$ cat src/rtl/ps2_key_controller.sv
// Purpose : decodes PS/2 scancode-set-2 bytes (E0/F0 prefixes) into make/break events and queues them in a FWFT FIFO.
// Latency : an event is visible on evt_data/evt_count 1 cycle after the byte_valid rising edge; a pop updates the head next cycle.
// Backpressure: none toward the receiver; a push into a full FIFO (without a coincident pop) is dropped and sets sticky overflow.
//
// Ports:
//   clk, rst            system clock, asynchronous active-high reset
//   byte_in, byte_valid receiver byte and valid level (each rising edge is one byte)
//   evt_data            FIFO head {release, extended, scancode}
//   evt_empty, evt_full FIFO status, evt_count = number of queued events
//   evt_rd              one-cycle pop strobe (ignored when empty)
//   overflow, ovf_clr   sticky drop flag and its clear
module ps2_key_controller #(
    parameter int DEPTH   = 8,
    parameter int TIMEOUT = 2000000
) (
    input  logic                     clk,
    input  logic                     rst,
    input  logic [7:0]               byte_in,
    input  logic                     byte_valid,
    output logic [9:0]               evt_data,
    output logic                     evt_empty,
    output logic                     evt_full,
    output logic [$clog2(DEPTH):0]   evt_count,
    input  logic                     evt_rd,
    output logic                     overflow,
    input  logic                     ovf_clr
);

    localparam int AW = $clog2(DEPTH);
    localparam int CW = AW + 1;
    localparam logic [CW-1:0] FULL_CNT = CW'(DEPTH);
    localparam logic [31:0]   TMO_LAST = 32'(TIMEOUT - 1);

    typedef enum logic [1:0] {
        ST_IDLE,
        ST_EXT,
        ST_BRK,
        ST_EXT_BRK
    } state_t;

    state_t      state, state_nxt;
    logic        bv_q;
    logic        new_byte;
    logic [31:0] timer;
    logic        timeout_hit;
    logic        push;
    logic [9:0]  push_dat;

    logic [9:0]    mem [DEPTH];
    logic [AW-1:0] wr_ptr, rd_ptr;
    logic [CW-1:0] count;
    logic          pop, push_ok, drop;

    // Keyboard housekeeping replies (BAT ok, ACK, echo, BAT fail, errors).
    function automatic logic is_housekeeping(input logic [7:0] b);
        return (b == 8'hAA) || (b == 8'hFA) || (b == 8'hEE) ||
               (b == 8'hFC) || (b == 8'h00) || (b == 8'hFF);
    endfunction

    assign new_byte = byte_valid & ~bv_q;

    always_ff @(posedge clk or posedge rst) begin
        if (rst) bv_q <= 1'b0;
        else     bv_q <= byte_valid;
    end

    // A byte arriving in the timeout cycle takes priority over the timeout.
    assign timeout_hit = (state != ST_IDLE) && !new_byte && (timer == TMO_LAST);

    always_comb begin
        state_nxt = state;
        push      = 1'b0;
        push_dat  = '0;
        if (new_byte) begin
            case (state)
                ST_IDLE: begin
                    if (byte_in == 8'hE0)             state_nxt = ST_EXT;
                    else if (byte_in == 8'hF0)        state_nxt = ST_BRK;
                    else if (!is_housekeeping(byte_in)) begin
                        push     = 1'b1;
                        push_dat = {2'b00, byte_in};
                    end
                end
                ST_EXT: begin
                    if (byte_in == 8'hF0)      state_nxt = ST_EXT_BRK;
                    else if (byte_in != 8'hE0) begin
                        push      = 1'b1;
                        push_dat  = {2'b01, byte_in};
                        state_nxt = ST_IDLE;
                    end
                end
                ST_BRK: begin
                    if (byte_in == 8'hE0)      state_nxt = ST_EXT;
                    else if (byte_in != 8'hF0) begin
                        push      = 1'b1;
                        push_dat  = {2'b10, byte_in};
                        state_nxt = ST_IDLE;
                    end
                end
                default: begin
                    if (byte_in == 8'hE0)      state_nxt = ST_EXT;
                    else if (byte_in == 8'hF0) state_nxt = ST_BRK;
                    else begin
                        push      = 1'b1;
                        push_dat  = {2'b11, byte_in};
                        state_nxt = ST_IDLE;
                    end
                end
            endcase
        end else if (timeout_hit) begin
            state_nxt = ST_IDLE;
        end
    end

    always_ff @(posedge clk or posedge rst) begin
        if (rst) state <= ST_IDLE;
        else     state <= state_nxt;
    end

    // Timer restarts on any byte or state change and only runs inside a prefix.
    always_ff @(posedge clk or posedge rst) begin
        if (rst)
            timer <= '0;
        else if (new_byte || (state_nxt != state) || (state == ST_IDLE))
            timer <= '0;
        else
            timer <= timer + 32'd1;
    end

    assign evt_empty = (count == '0);
    assign evt_full  = (count == FULL_CNT);
    assign evt_count = count;
    assign evt_data  = mem[rd_ptr];

    assign pop     = evt_rd && !evt_empty;
    // A pop in the same cycle frees the slot, so a full FIFO still accepts.
    assign push_ok = push && (!evt_full || pop);
    assign drop    = push && evt_full && !pop;

    always_ff @(posedge clk or posedge rst) begin
        if (rst) begin
            for (int i = 0; i < DEPTH; i++) mem[i] <= '0;
            wr_ptr <= '0;
            rd_ptr <= '0;
            count  <= '0;
        end else begin
            if (push_ok) begin
                mem[wr_ptr] <= push_dat;
                wr_ptr      <= wr_ptr + AW'(1);
            end
            if (pop) rd_ptr <= rd_ptr + AW'(1);
            case ({push_ok, pop})
                2'b10:   count <= count + CW'(1);
                2'b01:   count <= count - CW'(1);
                default: count <= count;
            endcase
        end
    end

    // A new drop beats a simultaneous clear.
    always_ff @(posedge clk or posedge rst) begin
        if (rst)          overflow <= 1'b0;
        else if (drop)    overflow <= 1'b1;
        else if (ovf_clr) overflow <= 1'b0;
    end

endmodule

$ cat config.mk
export PLATFORM = sky130hd
export DESIGN_NAME = ps2_key_controller
export DESIGN_NICKNAME = d
export VERILOG_FILES = /design/src/rtl/ps2_key_controller.sv
export SDC_FILE = /design/constraint.sdc
export NUM_CORES = 1
export LEC_CHECK = 0
export CAP_MARGIN = 20
export CORE_MARGIN = 2
export CORE_UTILIZATION = 55
export CTS_CLUSTER_DIAMETER = 150
export DETAILED_ROUTE_END_ITERATION = 8
export GPL_ROUTABILITY_DRIVEN = 0
export PLACE_DENSITY = 0.74
export SLEW_MARGIN = 0
export SYNTH_ARGS = -nofsm -noshare
export SYNTH_HDL_FRONTEND = slang
export SYNTH_SLANG_ARGS = --single-unit
$ cat constraint.sdc
create_clock -name clk -period 6.1 [get_ports clk]
set_input_delay 1.22 -clock clk [delete_from_list [all_inputs] [get_ports clk]]
set_output_delay 1.22 -clock clk [all_outputs]
set_load 0.01 [all_outputs]
## Word-level counts from Yosys, hierarchy flattened

Index checks and enable logic that the tools add are counted.
Widths: inputs -> output; s select.

- Logic and storage cells: 111
- Output and inout port bits: 17
- Memories kept: 0
- Latch bits: 0
- Memory bits (read-only): 0
- Bits of input ports: 13
- Bits in registers: 126
- Bits in writable memories: 0

- Shifts and indexed selects: 0
- Divide/modulo/power cells: 0
- Reduce and logical (&&, ||, !) cells: 25
- Muxes and demuxes: 43
- Magnitude comparators: 3
- Add/sub/neg operators: 5
- Multiply operators: 0
- Bitwise operators: 4
- Eq/ne operators: 16

Operators with widths:

| cell | count |
|---|---|
| $bwmux 80 | 1 |
| $mux 10 | 8 |
| $eq 8x8->1 const B | 7 |
| $add 32x1->32 const B | 1 |
| $eq 32x21->1 const B | 1 |
| $mux 32 | 1 |
| $bmux 10 s3 | 1 |
| $demux 10 s3 | 1 |
| $pmux 10 s3 | 1 |
| $mux 8 | 3 |
| $mux 2 | 10 |
| $mux 9 | 2 |
| $ne 8x8->1 const B | 2 |
| $mux 1 | 12 |
| $ge 4x4->1 const B | 2 |
| $logic_not 8->1 | 1 |
| $logic_or 1x1->1 | 8 |
| $not 3->4 | 2 |
| $pmux 4 s2 | 1 |
| $logic_and 1x1->1 | 7 |
| $add 3x1->3 const B | 2 |
| $pmux 2 s3 | 1 |
| $reduce_bool 2->1 | 3 |
| $add 4x1->4 const B | 1 |
| 12 further kinds | 17 |

## Longest topological paths before layout

Gate-level depths: netlist of the first run.

- Depth in word-level cells: 14
- Depth in mapped cells: 13
- Gate-level depth less buffers: 11

## Worst setup path before layout of the first run

No wires, ideal clock.

- Kind: input -> register
- Start point: in byte_in[0]
- End point: reg count[2] (netlist: evt_count[2])
- Arrival: 3.162 ns
- Cell stages on the path: 13
- Data required time: 5.970 ns
- Path slack: 2.807 ns
- Path buffers: 2
- Setup time: 0.130 ns
- Cells stage by stage: nor4_2 nand2_1 and2_1 buf_6 buf_12 nand3_2 ha_1 xor2_1 ha_1 a21oi_1 xor2_1 nor2_1 xor2_1

- Longest elaborated chain between the ends: 14
- Elaborated cells on any way between the ends: 31
- Classes of those cells: eq/ne (11); mux (12); reduce/logical (8)

Ends and longest elaborated chain:

| item | line | RTL |
|---|---|---|
| start, declared | 18 | `input logic [7:0] byte_in,` |
| $eq 8x8->1 | 56 | `return (b == 8'hAA) \|\| (b == 8'hFA) \|\| (b == 8'hEE) \|\|` |
| $logic_or 1x1->1 (3 in series) | 56 |  |
| $logic_or 1x1->1 (2 in series) | 57 | `(b == 8'hFC) \|\| (b == 8'h00) \|\| (b == 8'hFF);` |
| $mux 1 | 79 | `else if (!is_housekeeping(byte_in)) begin` |
| $mux 1 | 78 | `else if (byte_in == 8'hF0) state_nxt = ST_BRK;` |
| $mux 1 | 77 | `if (byte_in == 8'hE0) state_nxt = ST_EXT;` |
| $pmux 1 s3 (*) | 75 | `case (state)` |
| $mux 1 (*) | 74 | `if (new_byte) begin` |
| $logic_and 1x1->1 (*) | 137 | `assign push_ok = push && (!evt_full \|\| pop);` |
| $eq 2x1->1 or $eq 2x2->1 (tied branches) | 152 | `case ({push_ok, pop})` |
| $pmux 4 s2 or $reduce_bool 2->1 (tied branches) | -- |  |
| end signal, assigned | 153 | `2'b10: count <= count + CW'(1);` |
| end signal, assigned | 154 | `2'b01: count <= count - CW'(1);` |
| end signal, assigned | 155 | `default: count <= count;` |
| end, declared | 51 | `logic [CW-1:0] count;` |

Mark *: on every way between the ends. The rest lies on a longest branch, timed or not.
A chain may end at the register's enable or synchronous reset.

## Worst setup path after layout of the first run

- Start point: reg rd_ptr[1]
- End point: out evt_data[5]

- Longest elaborated chain between the ends: 4

Ends and longest elaborated chain:

| item | line | RTL |
|---|---|---|
| start, declared | 50 | `logic [AW-1:0] wr_ptr, rd_ptr;` |
| start signal, assigned | 151 | `if (pop) rd_ptr <= rd_ptr + AW'(1);` |
| $not 3->4 (not written as such) | 133 | `assign evt_data = mem[rd_ptr];` |
| $bmux 10 s3 | 133 |  |
| $mux 10 (not written as such) (2 in series) | 133 |  |
| end, declared | 20 | `output logic [9:0] evt_data,` |

Every way passes these cells. The select of a mux whose other input is x is not followed.

==> impl_summary.txt, run 1 <==
----------------------------------------------------
[Clock tree]
  Clock Latency Late Sink ... 410 ps
  Longest Clk Path Bufs ... 2
  Post-CTS Repair Setup Buffers ... 0
  Root cell of the clock tree ... clkbuf_16
  TritonCTS Sinks ... 126
  Cts bufs inserted ... 17
  Resized cells post-CTS ... 0
  CTS tree ... yes
  CTS Hold Bufs ... 0
  Level count of the clock H-tree ... 4
  Clock slew seen by the registers of the worst setup and hold paths ... 60 ps

[STA]
  Slew of the pin with the lowest slew margin ... 1140 ps
  RSZ-0062 raised after global routing ... no
  Period utilization ... 64.6%
  Relative slew margins ... 23.9%
  Final-layout setup total negative slack ... 0 ps
  Achievable clock frequency ... 254 MHz
  Final count of hold timing violations ... 0
  Number of setup violations in the final report ... 0
  Post-route clock skew ... 12.4 ps
  Final slew viol count ... 0
  Minimum clock period after layout ... 3940 ps

[Layout]
  Antenna Diode Count ... 0
  Synthesis-to-layout area growth ... 16.0%
  Net total in the final layout ... 534
  Fraction of layout instances using a drive strength above 1 ... 27.9%
  Most common library cell in the layout ignoring fill and taps ... dfrtp_1
  Highest-count cells in the layout ignoring fill and taps ... dfrtp_1 (126), mux2_2 (79), nor2_1 (41), clkdlybuf4s50_1 (29), xnor2_1 (26)
  Area of the multi-input gates ... 2990 um2
  Number of inserted filler cells in the final layout ... 831
  Area used by sequential logic in the layout ... 3150 um2

[Hold path]
  Startpoint of the worst hold path ... timer[0]
  Hold EP ... timer[0]
  Type of the most critical hold path ... reg2reg
  Number of cells traversed by the worst hold path ... 1

[Detailed routing]
  Total routed wirelength ... 12800 um
  DR DRC count ... 1
  Via density per instance ... 5.86
  Vias ... 3923
  Router iterations before antenna repair ... 6
  First DRT Iteration DRCs ... 244
  Final ANT Viol Nets ... 0
  WL/cell ... 19.1 um

[Synth]
  Register area share after synthesis ... 50.1%
  Avg Cell Area, Syn ... 13.0 um2
  Post-Syn Nets ... 504
  Unique masters post-synth ... 48
  Count of flip-flops with a built-in enable after synthesis ... 0
  Number of warnings issued by yosys ... 0
  Gate count of the mapped netlist ... 485
  Proportion of register bits with asynchronous set or reset after synthesis ... 100%
  Count of state elements after synthesis ... 126
  Primary flip-flop cell chosen by synthesis mapping ... dfrtp_1
  Netlist area before placement ... 6290 um2

[Critical path]
  Critical path's top delay family ... flip-flops
  Crit Path Class ... reg2out
  Slowest stage cell, crit path ... dfrtp_1
  Number of cells on the worst reg-to-reg path ... 11
  Cells traversed along the worst timing path ... mux4_2 > mux2_2 > clkdlybuf4s50_1
  End of the worst register-to-register path ... evt_count[2]
  Endpoint kind of the worst setup timing path ... output pin
  Worst reg2reg startpoint ... state[1]
  Flop-to-flop setup slack ... 3380 ps
  CP Data Required Time ... 4880 ps
  Crit-path max FO ... 22
  CP arrival ... 2720 ps
  Critical path startpoint category ... flop
  CP peak stage delay ... 1090 ps
  Buffers & Inverters on Critical Path ... 1

[Status]
  Violated checks ... design-rule violations
  Run status ... complete, but fails checks

[Die]
  Total Die Area ... 12300 um2
  Vertical die dimension ... 111 um
  Std-Cell Rows ... 39
  Floorplan core area ... 11300 um2
  Total I/O pin count ... 30
  Die boundary width ... 111 um
  Starting Density ... 55.8%

[Placed design]
  Post-detailed-placement half-perimeter wirelength ... 8150 um
  Port-buffer cells ... 29

[Job]
  Max-cap violations ... 0

[Pwr]
  Reported leakage power ... 3.20 nW
  Overall power after layout ... 0.00303 W
  Worst vdd ir ... 0.000296 V
  Power density relative to cell area ... 415 nW/um2

[GRT]
  Initial antenna violation count ... 0
  Wire length of the first global-routing pass ... 21800 um
  Global routing usage summed across all routing layers ... 23.0%
  Via count of the first global-routing pass ... 4108
  Total overflow reported by the global router ... 0
  Pin count of the biggest net entering global routing ... 84

----------------------------------------------------
-- report_power, final --
group / leakage, nW / internal, W / switching (W)
combinational: 1.19 / 0.000471 / 0.000292
clock: 0.299 / 0.000684 / 0.000354
sequential: 1.71 / 0.00104 / 0.000189
total: 3.20 / 0.00220 / 0.000834
-- kinds of logic after synthesis --
group | synth area share, %
AO/OA/AOI/OAI | 1.71
multiplexers | 23.7
XOR/XNOR | 5.71
buffers and inverters | 2.43
AND/OR/NAND/NOR | 15.2
adder cells (fa/ha/maj) | 1.19
flip-flops | 50.1
-- how the worst max path moves through the flow --
stage | startpoint | to | slack [ps] | cells after the start
floorplan | rst | bv_q | 1520 | 1
global placement | byte_valid | evt_count[2] | 2120 | 13
detailed placement | byte_valid | evt_count[2] | 2000 | 12
CTS | rd_ptr[1] | evt_data[5] | 2170 | 3
global route | rd_ptr[1] | evt_data[5] | 2110 | 3
finish | rd_ptr[1] | evt_data[5] | 2160 | 3
-- through the flow --
step | instance area, um2 | worst slack (ps) | hold WS [ps] | utilization, % | std cells
after global placement | 6660 | 2120 | 468 | 59.1 | 638
after CTS | 7270 | 2170 | 482 | 64.5 | 669
after detailed placement | 6660 | 2000 | 477 | 59.1 | 638
after floorplan | 6290 | 1520 | 448 | - | 485
after global routing | 7300 | 2110 | 497 | 64.8 | 670
final | 7300 | 2160 | 484 | 64.8 | 670
-- metal layers --
| metal | GRT usage (%) | part of all wire [%] |
|---|---|---|
| met1 | 30.1 | 44 |
| met2 | 37.3 | 50 |
| met3 | 6.51 | 4.2 |
| met4 | 7.50 | 1.5 |
| met5 | 0 | 0 |
-- sequential cells by signal, indices dropped and copies added (netlist names) --
register and count:
state 2, overflow 1, evt_count 4, bv_q 1
rd_ptr 3, wr_ptr 3, timer 32, mem 80
-- worst reg2reg max path: stages, from the launching register on --
cell     delay, ps
dfrtp_1        410
or2_1          290
a211o_1        350
o22a_4         320
nand3_2        160
ha_1           280
xor2_1         100
ha_1           180
a21oi_1        160
xor2_1         170
nor2_1          60
xor2_1         130
-- synthesized netlist by cell type, types with 2 or more instances --
cell	n	area, um2
a21oi_1	4	20.0
and3_1	15	93.8
and3b_1	2	17.5
and4_1	7	61.3
buf_2	6	30.0
buf_6	2	22.5
clkbuf_1	7	26.3
clkbuf_2	4	20.0
dfrtp_1	126	3150
ha_1	6	75.1
inv_1	6	22.5
mux2_1	12	135
mux2_2	79	890
mux4_2	20	450
nand2_1	22	82.6
nand2b_1	3	18.8
nand3_1	10	50.1
nand3b_1	3	22.5
nand4_1	8	50.1
nand4_4	7	149
nor2_1	41	154
nor2b_1	2	12.5
nor3_1	15	75.1
nor3b_1	7	52.6
nor4_1	7	43.8
o21ai_0	2	10.0
o22ai_1	2	12.5
xnor2_1	26	228
xor2_1	15	131
-- cell type report --
| type | instances | share of cell area (%) |
|---|---|---|
| Clock buffer | 22 | 6.63 |
| Clock inverter | 9 | 1.82 |
| Inverter | 6 | 0.343 |
| Multi-Input combinational cell | 331 | 40.9 |
| Sequential cell | 126 | 43.2 |
| Tap cell | 143 | 2.45 |
| Timing Repair Buffer | 33 | 4.66 |
(Power assumes the default switching activity.)
==> run 2, diff against run 1 <==
--- a/config.mk
+++ b/config.mk
@@ -11,7 +11,7 @@
 export CTS_CLUSTER_DIAMETER = 150
 export DETAILED_ROUTE_END_ITERATION = 8
 export GPL_ROUTABILITY_DRIVEN = 0
-export PLACE_DENSITY = 0.74
+export PLACE_DENSITY = 0.77
 export SLEW_MARGIN = 0
 export SYNTH_ARGS = -nofsm -noshare
 export SYNTH_HDL_FRONTEND = slang
==> constraint.sdc (replaced) <==
create_clock -name clk -period 3.3 [get_ports clk]
set_input_delay 0.66 -clock clk [delete_from_list [all_inputs] [get_ports clk]]
set_output_delay 0.66 -clock clk [all_outputs]
set_load 0.01 [all_outputs]
==> impl_summary.txt, run 2 (synthesis results as in run 1) <==
----------------------------------------------------
[Clock tree]
  Cts bufs inserted ... 17 (unchanged)
  Clock slew seen by the registers of the worst setup and hold paths ... 50 ps (about the same)
  TritonCTS Sinks ... 126 (unchanged)
  Clock Latency Late Sink ... 420 ps (about the same)
  Longest Clk Path Bufs ... 2 (unchanged)
  Root cell of the clock tree ... clkbuf_16
  Post-CTS Repair Setup Buffers ... 0 (unchanged)
  CTS Hold Bufs ... 0 (unchanged)
  Resized cells post-CTS ... 0 (unchanged)
  CTS tree ... yes
  Level count of the clock H-tree ... 4 (unchanged)

[Layout]
  Fraction of layout instances using a drive strength above 1 ... 28.9% (+1.0 points)
  Most common library cell in the layout ignoring fill and taps ... dfrtp_1
  Highest-count cells in the layout ignoring fill and taps ... dfrtp_1 (126), mux2_2 (79), nor2_1 (41), clkdlybuf4s50_1 (29), xnor2_1 (26)
  Synthesis-to-layout area growth ... 18.5%
  Antenna Diode Count ... 0 (unchanged)
  Register ranked first by flip-flop count ... mem
  Max FFs per register ... 80 (unchanged)
  Final non-filler cell area ... 7460 um2 (+2.1%)
  Net total in the final layout ... 542 (+1.5%)

[Die]
  Total Die Area ... 12300 um2 (unchanged)
  Std-Cell Rows ... 39 (unchanged)
  Starting Density ... 55.8% (unchanged)
  Total I/O pin count ... 30 (unchanged)
  Vertical die dimension ... 111 um (unchanged)
  Floorplan core area ... 11300 um2 (unchanged)
  Die boundary width ... 111 um (unchanged)

[Critical path]
  Slowest stage cell, crit path ... mux4_2
  Critical path's top delay family ... multiplexers
  Buffers & Inverters on Critical Path ... 2 (+1)
  Crit-path max FO ... 22 (unchanged)
  Cells traversed along the worst timing path ... buf_12 > mux4_2 > mux2_2 > clkdlybuf4s50_1
  Endpoint kind of the worst setup timing path ... output pin
  Critical path startpoint category ... flop
  CP Data Required Time ... 2640 ps (-2240 ps)
  Crit Path Class ... reg2out
  CP peak stage delay ... 540 ps (-550 ps)
  CP arrival ... 2330 ps (-390 ps)

[GRT]
  Initial antenna violation count ... 0 (unchanged)
  Total overflow reported by the global router ... 0 (unchanged)
  Pin count of the biggest net entering global routing ... 127 (+51%)
  Wire length of the first global-routing pass ... 21700 um (-0.76%)
  Global routing usage summed across all routing layers ... 22.7% (-0.23 points)
  Via count of the first global-routing pass ... 4258 (+3.7%)

[Status]
  Run status ... finished clean

[Detailed routing]
  Vias ... 3963 (+1.0%)
  DR DRC count ... 0 (-1)
  Final ANT Viol Nets ... 0 (unchanged)
  Total routed wirelength ... 13000 um (+1.4%)
  First DRT Iteration DRCs ... 245 (+0.41%)
  WL/cell ... 19.1 um (about the same)
  Via density per instance ... 5.84 (-0.32%)
  Router iterations before antenna repair ... 4 (-2)

[Placed design]
  Post-detailed-placement half-perimeter wirelength ... 7950 um (-2.5%)
  Placed cell areas ... 6750 um2 (+1.4%)
  Port-buffer cells ... 29 (unchanged)

[Pwr]
  Relative contribution of combinational cells to total power ... 25.2% (about the same)
  Power density relative to cell area ... 797 nW/um2 (+92%)
  Net switching component of the power ... 0.00156 W (+87%)
  Design internal power ... 0.00438 W (+99%)
  Reported leakage power ... 3.28 nW (+2.5%)
  Worst vdd ir ... 0.000592 V (+100%)
  Clock group share of total power ... 37.3% (+3.1 points)
  Relative contribution of sequential cells to total power ... 37.5% (-3.1 points)
  Share of total power consumed by net switching ... 26.3% (-1.2 points)

[STA]
  RSZ-0062 raised after global routing ... no
  Final count of hold timing violations ... 0 (unchanged)
  Achievable clock frequency ... 335 MHz
  Final slew viol count ... 0 (unchanged)
  Minimum clock period after layout ... 2990 ps
  Period utilization ... 90.5%
  Post-route clock skew ... 12.6 ps (+0.275 ps)
  Number of setup violations in the final report ... 0 (unchanged)
  Final-layout setup total negative slack ... 0 ps (unchanged)
  Post-Route Hold Slack ... 483 ps (-1.01 ps)
  Slew of the pin with the lowest slew margin ... 707 ps (-434 ps)
  Relative slew margins ... 52.8% (+29 points)

[Hold path]
  Type of the most critical hold path ... reg2reg

[Job]
  Max-cap violations ... 0 (unchanged)

----------------------------------------------------
==> run 2: per-layer routing <==
layer | wire, um | part of all wire, % | vias to the layer above | track usage (%)
met3 | 531 | 4.1 | 23 | 5.90
met4 | 318 | 2.5 | 0 | 9.92
met5 | 0 | 0 | - | 0
li1 | - | - | 1842 | -
met1 | 5610 | 43 | 2003 | 29.0
met2 | 6510 | 50 | 95 | 37.0
==> run 2: area by class of cell <==
| cell class | count | area, um2 |
|---|---|---|
| Tap cell | 143 | 179 |
| Inverter | 6 | 26.3 |
| Clock inverter | 10 | 231 |
| Sequential cell | 126 | 3150 |
| Clock buffer | 22 | 474 |
| Timing Repair Buffer | 41 | 405 |
| Multi-Input combinational cell | 331 | 2990 |
| Fill cell | 802 | 3810 |
==> run 2: power groups by stage <==
| stage | Clock, W | Combinational (W) | Sequential (W) |
|---|---|---|---|
| floorplan | 0 | 0.00112 | 0.00211 |
| global route | 0.00232 | 0.00163 | 0.00227 |
| detailed placement | 0 | 0.00150 | 0.00224 |
| CTS | 0.00225 | 0.00152 | 0.00222 |
| finish | 0.00222 | 0.00150 | 0.00223 |
| global placement | 0 | 0.00146 | 0.00221 |
==> run 2: metrics by stage <==
stage / std cells / util [%] / total power (W) / setup slack, ps
after floorplan: 485 / - / 0.00324 / 567
after global placement: 647 / 59.9 / 0.00367 / 216
after detailed placement: 647 / 59.9 / 0.00374 / 117
after CTS: 679 / 66.2 / 0.00599 / 289
after global routing: 679 / 66.2 / 0.00622 / 237
final: 679 / 66.2 / 0.00594 / 315
==> run 2: worst reg2reg max path, delay by kind of cell (launching register included) <==
kind	cells	cell delay [ps]
AOI/OAI and AO/OA	3	690
xor gates and xnor gates	3	400
adders and majority gates	2	390
DFF	1	420
and+or+nand+nor	3	480
==> run 2: final timing paths <==
| check | start | end | slack [ps] | depth (start not counted) |
|---|---|---|---|---|
| max in group asynchronous | rst | evt_count[1] | 2040 | 3 |
| setup / recovery | rd_ptr[0] | evt_data[0] | 310 | 4 |
| setup reg to reg | state[0] | evt_count[2] | 820 | 11 |
| min in group asynchronous | rst | mem[28] | 790 | 3 |
| hold reg to reg | mem[28] | mem[28] | 480 | 1 |
| hold / removal | mem[28] | mem[28] | 480 | 1 |
